`src/rtl/pipe_ctrl_pkg.sv`:
```
// rtl/pipe_ctrl_pkg.sv - shared stall encodings, controller states and helpers
package pipe_ctrl_pkg;

  localparam int StallW = 6;
  typedef logic [StallW-1:0] stall_bus_t;

  localparam int StallBitPc  = 0;
  localparam int StallBitIf  = 1;
  localparam int StallBitId  = 2;
  localparam int StallBitEx  = 3;
  localparam int StallBitMem = 4;

  localparam stall_bus_t StallNone    = '0;
  localparam stall_bus_t StallLoadUse = (stall_bus_t'(1) << StallBitPc) |
                                        (stall_bus_t'(1) << StallBitIf) |
                                        (stall_bus_t'(1) << StallBitId);
  localparam stall_bus_t StallMulti   = StallLoadUse | (stall_bus_t'(1) << StallBitEx);
  localparam stall_bus_t StallMem     = StallMulti | (stall_bus_t'(1) << StallBitMem);

  typedef enum logic [1:0] {
    CtrlRun   = 2'd0,
    CtrlMulti = 2'd1,
    CtrlFlush = 2'd2
  } ctrl_state_t;

  function automatic logic [15:0] sat_inc16(input logic [15:0] v);
    return (v == 16'hFFFF) ? v : v + 16'd1;
  endfunction

endpackage

```
`src/rtl/pipe_ctrl_if.sv`:
```
// rtl/pipe_ctrl_if.sv - hazard/sequencing signal bundle between core stages and pipe_ctrl
interface pipe_ctrl_if #(
  parameter int MULTI_LEN_W = 6
);
  logic                   id_reg1_read_i;
  logic                   id_reg2_read_i;
  logic [4:0]             id_reg1_addr_i;
  logic [4:0]             id_reg2_addr_i;
  logic                   ex_wreg_i;
  logic [4:0]             ex_wd_i;
  logic                   ex_is_load_i;
  logic                   ex_multi_start_i;
  logic [MULTI_LEN_W-1:0] ex_multi_len_i;
  logic                   mem_stall_req_i;
  logic                   flush_req_i;
  logic [5:0]             stall_o;
  logic                   flush_o;
  logic                   ex_multi_done_o;
  logic [15:0]            lu_bubble_cnt_o;

  modport master (
    output id_reg1_read_i, id_reg2_read_i, id_reg1_addr_i, id_reg2_addr_i,
    output ex_wreg_i, ex_wd_i, ex_is_load_i, ex_multi_start_i, ex_multi_len_i,
    output mem_stall_req_i, flush_req_i,
    input  stall_o, flush_o, ex_multi_done_o, lu_bubble_cnt_o
  );

  modport slave (
    input  id_reg1_read_i, id_reg2_read_i, id_reg1_addr_i, id_reg2_addr_i,
    input  ex_wreg_i, ex_wd_i, ex_is_load_i, ex_multi_start_i, ex_multi_len_i,
    input  mem_stall_req_i, flush_req_i,
    output stall_o, flush_o, ex_multi_done_o, lu_bubble_cnt_o
  );
endinterface

```
`src/rtl/load_use_det.sv`:
```
// rtl/load_use_det.sv - combinational load-use hazard comparator (load in EX vs ID reads)
module load_use_det (
  input  logic       i_reg1_read,
  input  logic       i_reg2_read,
  input  logic [4:0] i_reg1_addr,
  input  logic [4:0] i_reg2_addr,
  input  logic       i_ex_wreg,
  input  logic [4:0] i_ex_wd,
  input  logic       i_ex_is_load,
  output logic       o_lu_hit
);
  logic w_load_wr;
  logic w_reg1_match;
  logic w_reg2_match;

  // x0 is hardwired zero, so a load targeting it never creates a dependency
  assign w_load_wr    = i_ex_is_load & i_ex_wreg & (i_ex_wd != 5'd0);
  assign w_reg1_match = i_reg1_read & (i_reg1_addr == i_ex_wd);
  assign w_reg2_match = i_reg2_read & (i_reg2_addr == i_ex_wd);
  assign o_lu_hit     = w_load_wr & (w_reg1_match | w_reg2_match);
endmodule

```
`src/rtl/pipe_ctrl.sv`:
```
// rtl/pipe_ctrl.sv - stall vector / flush sequencer for the five-stage core
module pipe_ctrl
  import pipe_ctrl_pkg::*;
#(
  parameter int MULTI_LEN_W  = 6,
  parameter int FLUSH_CYCLES = 2
) (
  input  logic       clk,
  input  logic       rst,
  pipe_ctrl_if.slave bus
);
  localparam int FcntW = (FLUSH_CYCLES > 1) ? $clog2(FLUSH_CYCLES) : 1;
  localparam logic [FcntW-1:0] FcntLoad = FcntW'(FLUSH_CYCLES - 1);

  ctrl_state_t            r_state;
  ctrl_state_t            w_state_nxt;
  logic [MULTI_LEN_W-1:0] r_mcnt;
  logic [MULTI_LEN_W-1:0] w_mcnt_nxt;
  logic [FcntW-1:0]       r_fcnt;
  logic [FcntW-1:0]       w_fcnt_nxt;
  logic [15:0]            r_lu_cnt;
  logic [15:0]            w_lu_cnt_nxt;
  logic                   w_lu_hit;
  logic [MULTI_LEN_W-1:0] w_len;
  logic                   w_len_one;
  stall_bus_t             w_stall;
  logic                   w_flush;
  logic                   w_done;

  load_use_det u_lu (
    .i_reg1_read  (bus.id_reg1_read_i),
    .i_reg2_read  (bus.id_reg2_read_i),
    .i_reg1_addr  (bus.id_reg1_addr_i),
    .i_reg2_addr  (bus.id_reg2_addr_i),
    .i_ex_wreg    (bus.ex_wreg_i),
    .i_ex_wd      (bus.ex_wd_i),
    .i_ex_is_load (bus.ex_is_load_i),
    .o_lu_hit     (w_lu_hit)
  );

  // a zero length is treated as a single-cycle op
  assign w_len     = (bus.ex_multi_len_i == '0) ? MULTI_LEN_W'(1) : bus.ex_multi_len_i;
  assign w_len_one = (w_len == MULTI_LEN_W'(1));

  always_ff @(posedge clk) begin
    if (!rst) begin
      r_state  <= CtrlRun;
      r_mcnt   <= '0;
      r_fcnt   <= '0;
      r_lu_cnt <= '0;
    end else begin
      r_state  <= w_state_nxt;
      r_mcnt   <= w_mcnt_nxt;
      r_fcnt   <= w_fcnt_nxt;
      r_lu_cnt <= w_lu_cnt_nxt;
    end
  end

  always_comb begin
    w_state_nxt  = r_state;
    w_mcnt_nxt   = r_mcnt;
    w_fcnt_nxt   = r_fcnt;
    w_lu_cnt_nxt = r_lu_cnt;
    case (r_state)
      CtrlRun: begin
        if (bus.flush_req_i) begin
          w_state_nxt = CtrlFlush;
          w_fcnt_nxt  = FcntLoad;
        end else if (bus.mem_stall_req_i) begin
          w_state_nxt = CtrlRun;
        end else if (bus.ex_multi_start_i) begin
          if (!w_len_one) begin
            w_state_nxt = CtrlMulti;
            w_mcnt_nxt  = w_len - MULTI_LEN_W'(2);
          end
        end else if (w_lu_hit) begin
          w_lu_cnt_nxt = sat_inc16(r_lu_cnt);
        end
      end
      CtrlMulti: begin
        if (bus.flush_req_i) begin
          w_state_nxt = CtrlFlush;
          w_mcnt_nxt  = '0;
          w_fcnt_nxt  = FcntLoad;
        end else if (bus.mem_stall_req_i) begin
          w_mcnt_nxt = r_mcnt;
        end else if (r_mcnt != '0) begin
          w_mcnt_nxt = r_mcnt - MULTI_LEN_W'(1);
        end else begin
          w_state_nxt = CtrlRun;
        end
      end
      CtrlFlush: begin
        if (bus.flush_req_i) begin
          w_fcnt_nxt = FcntLoad;
        end else if (r_fcnt == '0) begin
          w_state_nxt = CtrlRun;
        end else begin
          w_fcnt_nxt = r_fcnt - FcntW'(1);
        end
      end
      default: w_state_nxt = CtrlRun;
    endcase
  end

  // outputs are held low for the whole time reset is asserted
  always_comb begin
    w_stall = StallNone;
    w_flush = 1'b0;
    w_done  = 1'b0;
    if (rst) begin
      case (r_state)
        CtrlRun: begin
          if (bus.flush_req_i) begin
            w_flush = 1'b1;
          end else if (bus.mem_stall_req_i) begin
            w_stall = StallMem;
          end else if (bus.ex_multi_start_i) begin
            if (w_len_one) w_done = 1'b1;
            else           w_stall = StallMulti;
          end else if (w_lu_hit) begin
            w_stall = StallLoadUse;
          end
        end
        CtrlMulti: begin
          if (bus.flush_req_i)          w_flush = 1'b1;
          else if (bus.mem_stall_req_i) w_stall = StallMem;
          else if (r_mcnt != '0)        w_stall = StallMulti;
          else                          w_done  = 1'b1;
        end
        CtrlFlush: w_flush = 1'b1;
        default: w_stall = StallNone;
      endcase
    end
  end

  assign bus.stall_o         = w_stall;
  assign bus.flush_o         = w_flush;
  assign bus.ex_multi_done_o = w_done;
  assign bus.lu_bubble_cnt_o = r_lu_cnt;
endmodule
```
`src/flat_wrapper.sv`:
```
// flat-port wrapper written by rule: the top's interface ports become plain ports
module pipe_ctrl_flat import pipe_ctrl_pkg::*;
#(
  parameter int MULTI_LEN_W  = 6,
  parameter int FLUSH_CYCLES = 2
)
  (clk, rst, bus_id_reg1_read_i, bus_id_reg2_read_i, bus_id_reg1_addr_i, bus_id_reg2_addr_i, bus_ex_wreg_i, bus_ex_wd_i, bus_ex_is_load_i, bus_ex_multi_start_i, bus_ex_multi_len_i, bus_mem_stall_req_i, bus_flush_req_i, bus_stall_o, bus_flush_o, bus_ex_multi_done_o, bus_lu_bubble_cnt_o);
  pipe_ctrl_if #(.MULTI_LEN_W(MULTI_LEN_W)) bus_i ();
  input  logic clk;
  input  logic rst;
  input wire logic [$bits(bus_i.id_reg1_read_i)-1:0] bus_id_reg1_read_i;
  input wire logic [$bits(bus_i.id_reg2_read_i)-1:0] bus_id_reg2_read_i;
  input wire logic [$bits(bus_i.id_reg1_addr_i)-1:0] bus_id_reg1_addr_i;
  input wire logic [$bits(bus_i.id_reg2_addr_i)-1:0] bus_id_reg2_addr_i;
  input wire logic [$bits(bus_i.ex_wreg_i)-1:0] bus_ex_wreg_i;
  input wire logic [$bits(bus_i.ex_wd_i)-1:0] bus_ex_wd_i;
  input wire logic [$bits(bus_i.ex_is_load_i)-1:0] bus_ex_is_load_i;
  input wire logic [$bits(bus_i.ex_multi_start_i)-1:0] bus_ex_multi_start_i;
  input wire logic [$bits(bus_i.ex_multi_len_i)-1:0] bus_ex_multi_len_i;
  input wire logic [$bits(bus_i.mem_stall_req_i)-1:0] bus_mem_stall_req_i;
  input wire logic [$bits(bus_i.flush_req_i)-1:0] bus_flush_req_i;
  output wire logic [$bits(bus_i.stall_o)-1:0] bus_stall_o;
  output wire logic [$bits(bus_i.flush_o)-1:0] bus_flush_o;
  output wire logic [$bits(bus_i.ex_multi_done_o)-1:0] bus_ex_multi_done_o;
  output wire logic [$bits(bus_i.lu_bubble_cnt_o)-1:0] bus_lu_bubble_cnt_o;
  assign bus_i.id_reg1_read_i = bus_id_reg1_read_i;
  assign bus_i.id_reg2_read_i = bus_id_reg2_read_i;
  assign bus_i.id_reg1_addr_i = bus_id_reg1_addr_i;
  assign bus_i.id_reg2_addr_i = bus_id_reg2_addr_i;
  assign bus_i.ex_wreg_i = bus_ex_wreg_i;
  assign bus_i.ex_wd_i = bus_ex_wd_i;
  assign bus_i.ex_is_load_i = bus_ex_is_load_i;
  assign bus_i.ex_multi_start_i = bus_ex_multi_start_i;
  assign bus_i.ex_multi_len_i = bus_ex_multi_len_i;
  assign bus_i.mem_stall_req_i = bus_mem_stall_req_i;
  assign bus_i.flush_req_i = bus_flush_req_i;
  assign bus_stall_o = bus_i.stall_o;
  assign bus_flush_o = bus_i.flush_o;
  assign bus_ex_multi_done_o = bus_i.ex_multi_done_o;
  assign bus_lu_bubble_cnt_o = bus_i.lu_bubble_cnt_o;
  pipe_ctrl #(.MULTI_LEN_W(MULTI_LEN_W), .FLUSH_CYCLES(FLUSH_CYCLES)) u_core (.clk(clk), .rst(rst), .bus(bus_i));
endmodule
```
`config.mk`:
```
export PLATFORM = sky130hd
export DESIGN_NAME = pipe_ctrl_flat
export DESIGN_NICKNAME = d
export VERILOG_FILES = /design/src/rtl/pipe_ctrl_pkg.sv /design/src/rtl/pipe_ctrl_if.sv /design/src/rtl/load_use_det.sv /design/src/rtl/pipe_ctrl.sv /design/src/flat_wrapper.sv
export SDC_FILE = /design/constraint.sdc
export NUM_CORES = 1
export LEC_CHECK = 0
export CORE_MARGIN = 8
export CORE_UTILIZATION = 45
export DETAILED_ROUTE_END_ITERATION = 7
export DONT_BUFFER_PORTS = 1
export GPL_TIMING_DRIVEN = 0
export MAX_ROUTING_LAYER = met4
export PLACE_DENSITY_LB_ADDON = 0.2
export SLEW_MARGIN = 10
export SYNTH_ARGS = -nofsm -noshare
export SYNTH_HDL_FRONTEND = slang
export SYNTH_HIERARCHICAL = 1
export SYNTH_SLANG_ARGS = --single-unit
```
`constraint.sdc`:
```
create_clock -name clk -period 5.6 [get_ports clk]
set_clock_uncertainty 0.15 [all_clocks]
set_input_delay 0.28 -clock clk [delete_from_list [all_inputs] [get_ports clk]]
set_output_delay 0.28 -clock clk [all_outputs]
set_load 0.1 [all_outputs]
```
# Word level (Yosys, flattened, before mapping)
# Cells that the tools add are included.
# W data, S select, Z words.
# op_classes
eq_ne,18
mux,45
n_reduce_logical,11
n_addsub,4
bitwise,10
# op_table
cell,count
$mux W6,14
$pmux W6 S2,2
$mux W2,9
$add A16 B1 Y16 const B,1
$eq A16 B16 Y1 const B,1
$mux W1,13
$ne A2 B2 Y1 const B,6
$reduce_and A6 Y1,2
$eq A5 B5 Y1,2
$mux W4,2
$ne A4 B4 Y1 const B,2
$reduce_and A7 Y1,1
$eq A6 B1 Y1 const B,1
$logic_not A6 Y1,1
$ne A3 B3 Y1 const B,2
$pmux W1 S2,3
$pmux W2 S3,1
$reduce_bool A6 Y1,1
$sub A6 B1 Y6 const B,1
$sub A6 B2 Y6 const B,1
$and A1 B1 Y1,5
$reduce_bool A5 Y1,1
$not A1 Y1,4
$reduce_bool A2 Y1,2
10 further kinds,10
# totals
inputBits,30
output_inout_bits,24
register_bits,25
word_cells,92

# Depth between registers and ports, before layout
# Gate-level depths: netlist of the first run.
# logic_depth
ltp_word,10
ltp_mapped,9
mapped_depth_nobuf,9

# Hierarchy
# Netlist of the first run, hierarchy kept.
# by_module_without_submodules
mod,n_inst,area_per_inst_um2,cells_per_inst,seq_area_each_um2
pipe_ctrl,1,1642.8,194,500.5
load_use_det,1,135.1,17,0.0

# Least setup slack after synthesis of the first run
# No wires, ideal clock.
# synth_timing
path_kind,flip-flop to output port
from,register u_core.r_state[0]
to,output bus_stall_o[1]
required_time_ns,5.170
t_arrival_ns,4.024
setup_slack_ns,1.146
path_buffers,2
path_stages_with_launch,7
path_cell_list,dfxtp_1 > buf_6 > nor3b_1 > o31ai_1 > a21boi_0 > o21ai_0 > buf_4
# synth_via
elab_chain_cells,3
elab_cells_between_ends,4
classes_between,1 x eq/ne; 2 x mux; 1 x reduce/logical
# synth_lines
element,line,text
from (decl),pipe_ctrl.sv:15,ctrl_state_t r_state;
from (signal assigned),pipe_ctrl.sv:47,r_state <= CtrlRun;
from (signal assigned),pipe_ctrl.sv:52,r_state <= w_state_nxt;
$eq A2 B1 Y1 or $logic_not A2 Y1 (tied branches),pipe_ctrl.sv:112,case (r_state)
$pmux W6 S2 *,pipe_ctrl.sv:112,
$mux W6 *,pipe_ctrl.sv:111,if (rst) begin
to (decl),flat_wrapper.sv:22,output wire logic [$bits(bus_i.stall_o)-1:0] bus_stall_o;
# Every way passes the cells marked *; elsewhere a longest branch is shown, timed or not.

# Worst setup path after layout of the first run
# layout_timing
from,register u_core.r_state[0]
to,output bus_stall_o[2]
# Same word-level chain as after synthesis.

==> run summary, run 1 <==
status = finished, final reports clean
Mapped Area = 0.001778 mm²
Top-Level Pins = 54
fin nets = 253
Non-Filler Instances = 269
Worst-path clk slew = 0.09 ns
syn_nets = 244
Sw Ratio = 30.13%
DP Cell Count = 264
hpwl dp = 3343 µm
fin crit period = 3.061 ns
Initial DRT Pass Iterations = 4
sequential element share of the synthesized area = 28.15%
CTS Hold Bufs = 1
Final Hold Violating Endpoints = 0
die area = 0.006218 mm²
initial core utilization = 45.43%
unrepaired setup endpoints after global routing = false
clock power share = 28.6%
WL/cell = 15.66 µm
Hold Crit Depth = 2
via count = 1494
worst reg2reg path depth = 6
Worst VDD drop = 103.0 µV
post-synthesis instance total = 211
Worst-Margin Slew = 1.126 ns
Routed Antenna Nets = 0
setup bufs post-CTS = 0
Avg Cell Area, Syn = 8.426 µm²
Slew HR = 24.82%
critical path startpoint category = register
GRT overflow = 0
number of synthesized register bits = 25
Main synth FF type = dfxtp_1
initial antenna violation count = 0
crit path capture type = primary output
Slew Limit Fails = 0
Flop pwr share = 49.3%
CTS sink count = 25
CP Class = register to primary output
root buffer cell = clkbuf_8
FMAX = 326.7 MHz
total power draw = 376.0 µW
worst hold-check path type = primary input to register
post-synth top area share = 28.15%
top post-synthesis cells by area = dfxtp_1, xor2_1, and2_1
Critical Path RT = 5.17 ns
worst-path maximum fanout = 9
Internal = 262.7 µW
Die Wd = 78.86 µm
Vias/cell = 5.554
H-tree Lvls = 1
Max Root-Sink Buffers = 2
ant diodes = 0
Power Dens Cells = 191.0 mW/mm²
fin crit share = 54.65%
num rows = 23
Comb pwr share = 22.1%
1st-iter DRT viols = 62
Detailed Route WL = 4213 µm
TritonCTS clock tree = yes
Setup Viol. Count Final = 0
Design Area, Final = 0.001968 mm²
asr flop ratio synth = 0%
Final Util = 50.29%
Total GRT Usage = 13.94%
distinct cell type count after synthesis = 51
I/O Buffers = 0
leakage power = 0.0007540 µW
switching pwr = 113.3 µW
# resized after CTS = 0
GP Congestion = 0.7802
pin count of the biggest net entering global routing = 14
area delta synth->final = 10.70%
CP arrival = 2.63 ns
Core Area = 0.003914 mm²
layout cells sized above 1 = 10.96%
first-pass GRT wire length = 6941 µm
Area after DPL = 0.001913 mm²
largest area contributor in the netlist = dfxtp_1
Clock Latency Late Sink = 0.27 ns
Die Span Y = 78.86 µm
Setup TNS = 0 ns
Post-synth EDFFs = 0
yosys warns = 6
# DRC = 0
Max Cap Viol = 0
CTS Buf Count = 3
vias in the first global route = 1442
[kinds of logic after synthesis]
group / share of synthesized area, %
AO/OA/AOI/OAI: 20.06
XOR/XNOR: 11.82
adder cells (fa/ha/maj): 2.111
buffers and inverters: 5.348
flip-flops: 28.15
multiplexers: 1.689
other: 0.2109
AND/OR/NAND/NOR: 30.61
[synthesized netlist by cell type, drive strengths merged (3+ instances only)]
cell,instances
nor2,9
a21oi,7
or3,4
dfxtp,25
a211oi,3
a2111oi,3
nand3,9
xor2,19
mux2i,3
and2,13
inv,9
nor3,9
o21ai,12
nand2,14
xnor2,5
nor4,6
a21boi,5
nor3b,3
and4,3
nor2b,3
nand4,3
nand2b,9
buf,6
clkbuf,3
ha,3
[worst paths after layout]
kind | to | slack, ns | start
setup / recovery | bus_stall_o[2] | 2.54 | u_core/r_state[0]
hold / removal | u_core/r_state[0] | 0.05 | bus_ex_multi_start_i
setup reg to reg | u_core/bus.lu_bubble_cnt_o[12] | 2.64 | u_core/bus.lu_bubble_cnt_o[0]
hold reg to reg | u_core/r_mcnt[2] | 0.35 | u_core/r_mcnt[2]
[cell type report]
type | count | area [µm²]
Tap cell | 50 | 62.56
Sequential cell | 25 | 500.5
Timing Repair Buffer | 4 | 68.82
Inverter | 9 | 33.78
Buffer | 9 | 61.31
Clock buffer | 4 | 45.04
Multi-Input combinational cell | 168 | 1196
Fill cell | 403 | 1946
[sequential cells by signal, indices dropped and copies added (netlist names)]
name / flops
u_core/bus.lu_bubble_cnt_o: 16
u_core/r_state: 2
u_core/r_mcnt: 6
u_core/r_fcnt: 1
[power groups by stage]
stage	clock (µW)	combinational [µW]	sequential, µW
after floorplan	0	67.3	189
after global placement	0	76.6	189
after detailed placement	0	82.5	189
after CTS	114	83.5	185
after global routing	123	90.3	186
final	108	83.1	185
[layer usage]
metal | global-route usage, % | vias up | wire length (µm)
li1 | - | 779 | -
met1 | 16.32 | 682 | 1978
met2 | 21.96 | 28 | 1890
met3 | 5.079 | 5 | 304
met4 | 3.889 | 0 | 40
met5 | - | - | 0
[worst max-delay path, cell delays in order (launching register included)]
cell	delay [ns]
dfxtp_1	0.33
buf_6	0.14
nor3b_1	0.58
o31ai_1	0.23
a21boi_0	0.22
o21ai_2	0.26
buf_16	0.21
buf_1	0.10
buf_4	0.28
[through the flow]
step | setup WS [ns] | hold slack [ns]
4_1_cts | 2.536 | 0.03481
2_1_floorplan | 1.146 | 0.2824
5_1_grt | 2.325 | 0.04882
3_5_place_dp | 2.689 | 0.2993
3_3_place_gp | 0.7608 | 0.2890
6_report | 2.539 | 0.04539
[layout by cell type, fill, tap and decap left out, drive strengths merged, types with 5 or more instances in the layout]
cell type	synthesis	final
and2	13	13
a21boi	5	5
xor2	19	19
xnor2	5	5
nor4	6	6
o21ai	12	12
dfxtp	25	25
nand2b	9	9
nor3	9	9
nor2	9	9
nand2	14	14
clkbuf	3	7
a21oi	7	7
buf	6	9
nand3	9	9
inv	9	9
Power figures use the tool's default switching activity.
==> run 2, diff against run 1 <==
clock period = 2.7 ns   (was 5.6 ns; I/O delays follow)
==> run summary, run 2 (synthesized netlist as in run 1, its figures left out) <==
most frequent cells in the layout = xor2_1, nand2_1, and2_1, dfxtp_1, o21ai_0
sequential cell area = 520.5 µm² (+4.0%)
hpwl dp = 3269 µm (-2.2%)
Area after DPL = 0.001868 mm² (-2.4%)
Clock Latency Late Sink = 0.27 ns (about the same)
Final Hold Violating Endpoints = 0 (unchanged)
Power Dens Cells = 386.4 mW/mm² (+100%)
CP max stage cell = o21ai_4
Setup TNS = 0 ns (unchanged)
CTS Buf Count = 3 (unchanged)
area delta synth->final = 14.00%
Die Wd = 78.86 µm (unchanged)
worst-path maximum fanout = 4 (-5)
WL/cell = 15.85 µm (+1.2%)
fillers = 406 (+0.74%)
worst hold-check path type = primary input to register
via count = 1530 (+2.4%)
Routed Antenna Nets = 0 (unchanged)
status = finished, final reports clean
leakage power = 0.0007705 µW (+2.2%)
area of the multi-input gates = 0.001230 mm² (+2.8%)
Slew HR = 28.22% (+3.4 points)
R2R Path End = u_core/bus.lu_bubble_cnt_o[13]
worst path cell trace = inv_1 -> ha_1 -> nand2b_1 -> o31ai_2 -> a21boi_2 -> o21ai_4 -> buf_12
TritonCTS clock tree = yes
initial core utilization = 45.43% (unchanged)
layout cells sized above 1 = 17.73% (+6.8 points)
Total GRT Usage = 13.60% (-0.34 points)
Crit path max-delay family = compound AO/OA/AOI/OAI gates
Core Area = 0.003914 mm² (unchanged)
Initial DRT Pass Iterations = 4 (unchanged)
launch point of the worst reg-to-reg path = u_core/bus.lu_bubble_cnt_o[8]
critical path startpoint category = register
pin count of the biggest net entering global routing = 15 (+1)
Vias/cell = 5.667 (+2.0%)
Max Cap Viol = 0 (unchanged)
Crit path depth = 7 (-1)
first-pass GRT wire length = 6858 µm (-1.2%)
Hold Crit Depth = 3 (+1)
Critical Path RT = 2.41 ns (-2.76 ns)
die area = 0.006218 mm² (unchanged)
CP arrival = 2.29 ns (-0.34 ns)
Slew Limit Fails = 0 (unchanged)
fin crit period = 2.571 ns
CTS sink count = 25 (unchanged)
most common cell after layout, fill and taps aside = xor2_1
Max Root-Sink Buffers = 2 (unchanged)
Setup Viol. Count Final = 0 (unchanged)
Critical path origin = u_core/r_mcnt[0]
Worst-path clk slew = 0.09 ns (about the same)
Largest register FFs = 16 (unchanged)
I/O Buffers = 0 (unchanged)
GP Congestion = 0.7843 (+0.53%)
Die Span Y = 78.86 µm (unchanged)
ant diodes = 0 (unchanged)
Worst VDD drop = 296.4 µV (+190%)
fin crit share = 95.22%
CP Buf/Inv Count = 2 (-2)
crit path capture type = primary output
GRT overflow = 0 (unchanged)
flop-to-flop setup slack = 0.14 ns (-2.50 ns)
CP Class = register to primary output
1st-iter DRT viols = 79 (+27%)
peak per-stage delay on the critical path = 0.67 ns (+0.09 ns)
root buffer cell = clkbuf_8
Detailed Route WL = 4280 µm (+1.6%)
Top-Level Pins = 54 (unchanged)
Worst-Margin Slew = 1.075 ns (-0.05100 ns)
vias in the first global route = 1411 (-2.1%)
DP Cell Count = 261 (-1.1%)
crit path to = bus_stall_o[1]
H-tree Lvls = 1 (unchanged)
num rows = 23 (unchanged)
fin nets = 254 (+0.40%)
Non-Filler Instances = 270 (+0.37%)
worst hold slack = 0.01776 ns (-0.02763 ns)
FMAX = 389.0 MHz
worst reg2reg path depth = 4 (-2)
Design Area, Final = 0.002027 mm² (+3.0%)
# DRC = 0 (unchanged)
initial antenna violation count = 0 (unchanged)
==> run 2: changes by cell type in the layout (fill, tap and decap cells not counted), sizes merged <==
cell / before / now
clkbuf: 7 / 6
dlygate4sd3: 1 / 4
buf: 9 / 7
clkinv: 0 / 1
==> run 2: final cells by class <==
cell class | instances | share of cell area (%)
Multi-Input combinational cell | 168 | 60.68
Sequential cell | 25 | 25.68
Clock inverter | 1 | 0.2469
Tap cell | 50 | 3.086
Timing Repair Buffer | 5 | 2.346
Clock buffer | 3 | 2.037
Inverter | 9 | 1.667
Buffer | 9 | 4.259
==> run 2: worst reg2reg max path: cells and delay by family (launching register included) <==
kind	cells	cell delay, ns
flops	1	1.05
xor+xnor	1	0.12
compound gates	1	0.54
simple gates	2	0.60
==> run 2: how the worst min path moves through the flow <==
stage                           from                            end  slack (ns)
6_report       bus_ex_multi_len_i[0]               u_core/r_mcnt[0]        0.02
3_3_place_gp                     rst  u_core/bus.lu_bubble_cnt_o[2]        0.14
3_5_place_dp                     rst  u_core/bus.lu_bubble_cnt_o[3]        0.15
2_1_floorplan                    rst  u_core/bus.lu_bubble_cnt_o[2]        0.14
5_1_grt        bus_ex_multi_len_i[1]               u_core/r_mcnt[1]        0.03
4_1_cts          bus_mem_stall_req_i              u_core/r_state[0]       0.002
==> run 2: per-stage QoR <==
step	worst slack (ns)	utilization, %	power [µW]
detailed placement	-0.1893	47.73	556.0
finish	0.1291	51.79	783.3
CTS	0.006643	50.83	792.3
global placement	-0.2278	47.51	554.5
floorplan	0.07916	-	533.8
global route	-0.006268	51.79	821.8
==> run 2: report_power, final <==
group / switching [µW] / total [µW] / internal (µW) / leakage [µW]
combinational: 113 / 178 / 64.1 / 0.000536
sequential: 7.30 / 382 / 375 / 0.000209
clock: 120 / 223 / 103 / 0.0000255
==> run 2: repair_timing <==
action,4_1_cts,5_1_grt
setup endpoints to repair,19,12
pin swaps,1,1
buffers inserted,0,1
hold buffers,4,0
gates resized for setup,16,9
hold endpoints to repair,4,0
==> run 2: routing by layer <==
layer	global-route usage (%)	part of all wire, %	vias up
met1	16.11	45	716
met3	4.740	6.4	2
met2	22.29	48	30
li1	-	-	782
met4	1.667	0.56	0
met5	-	0	-
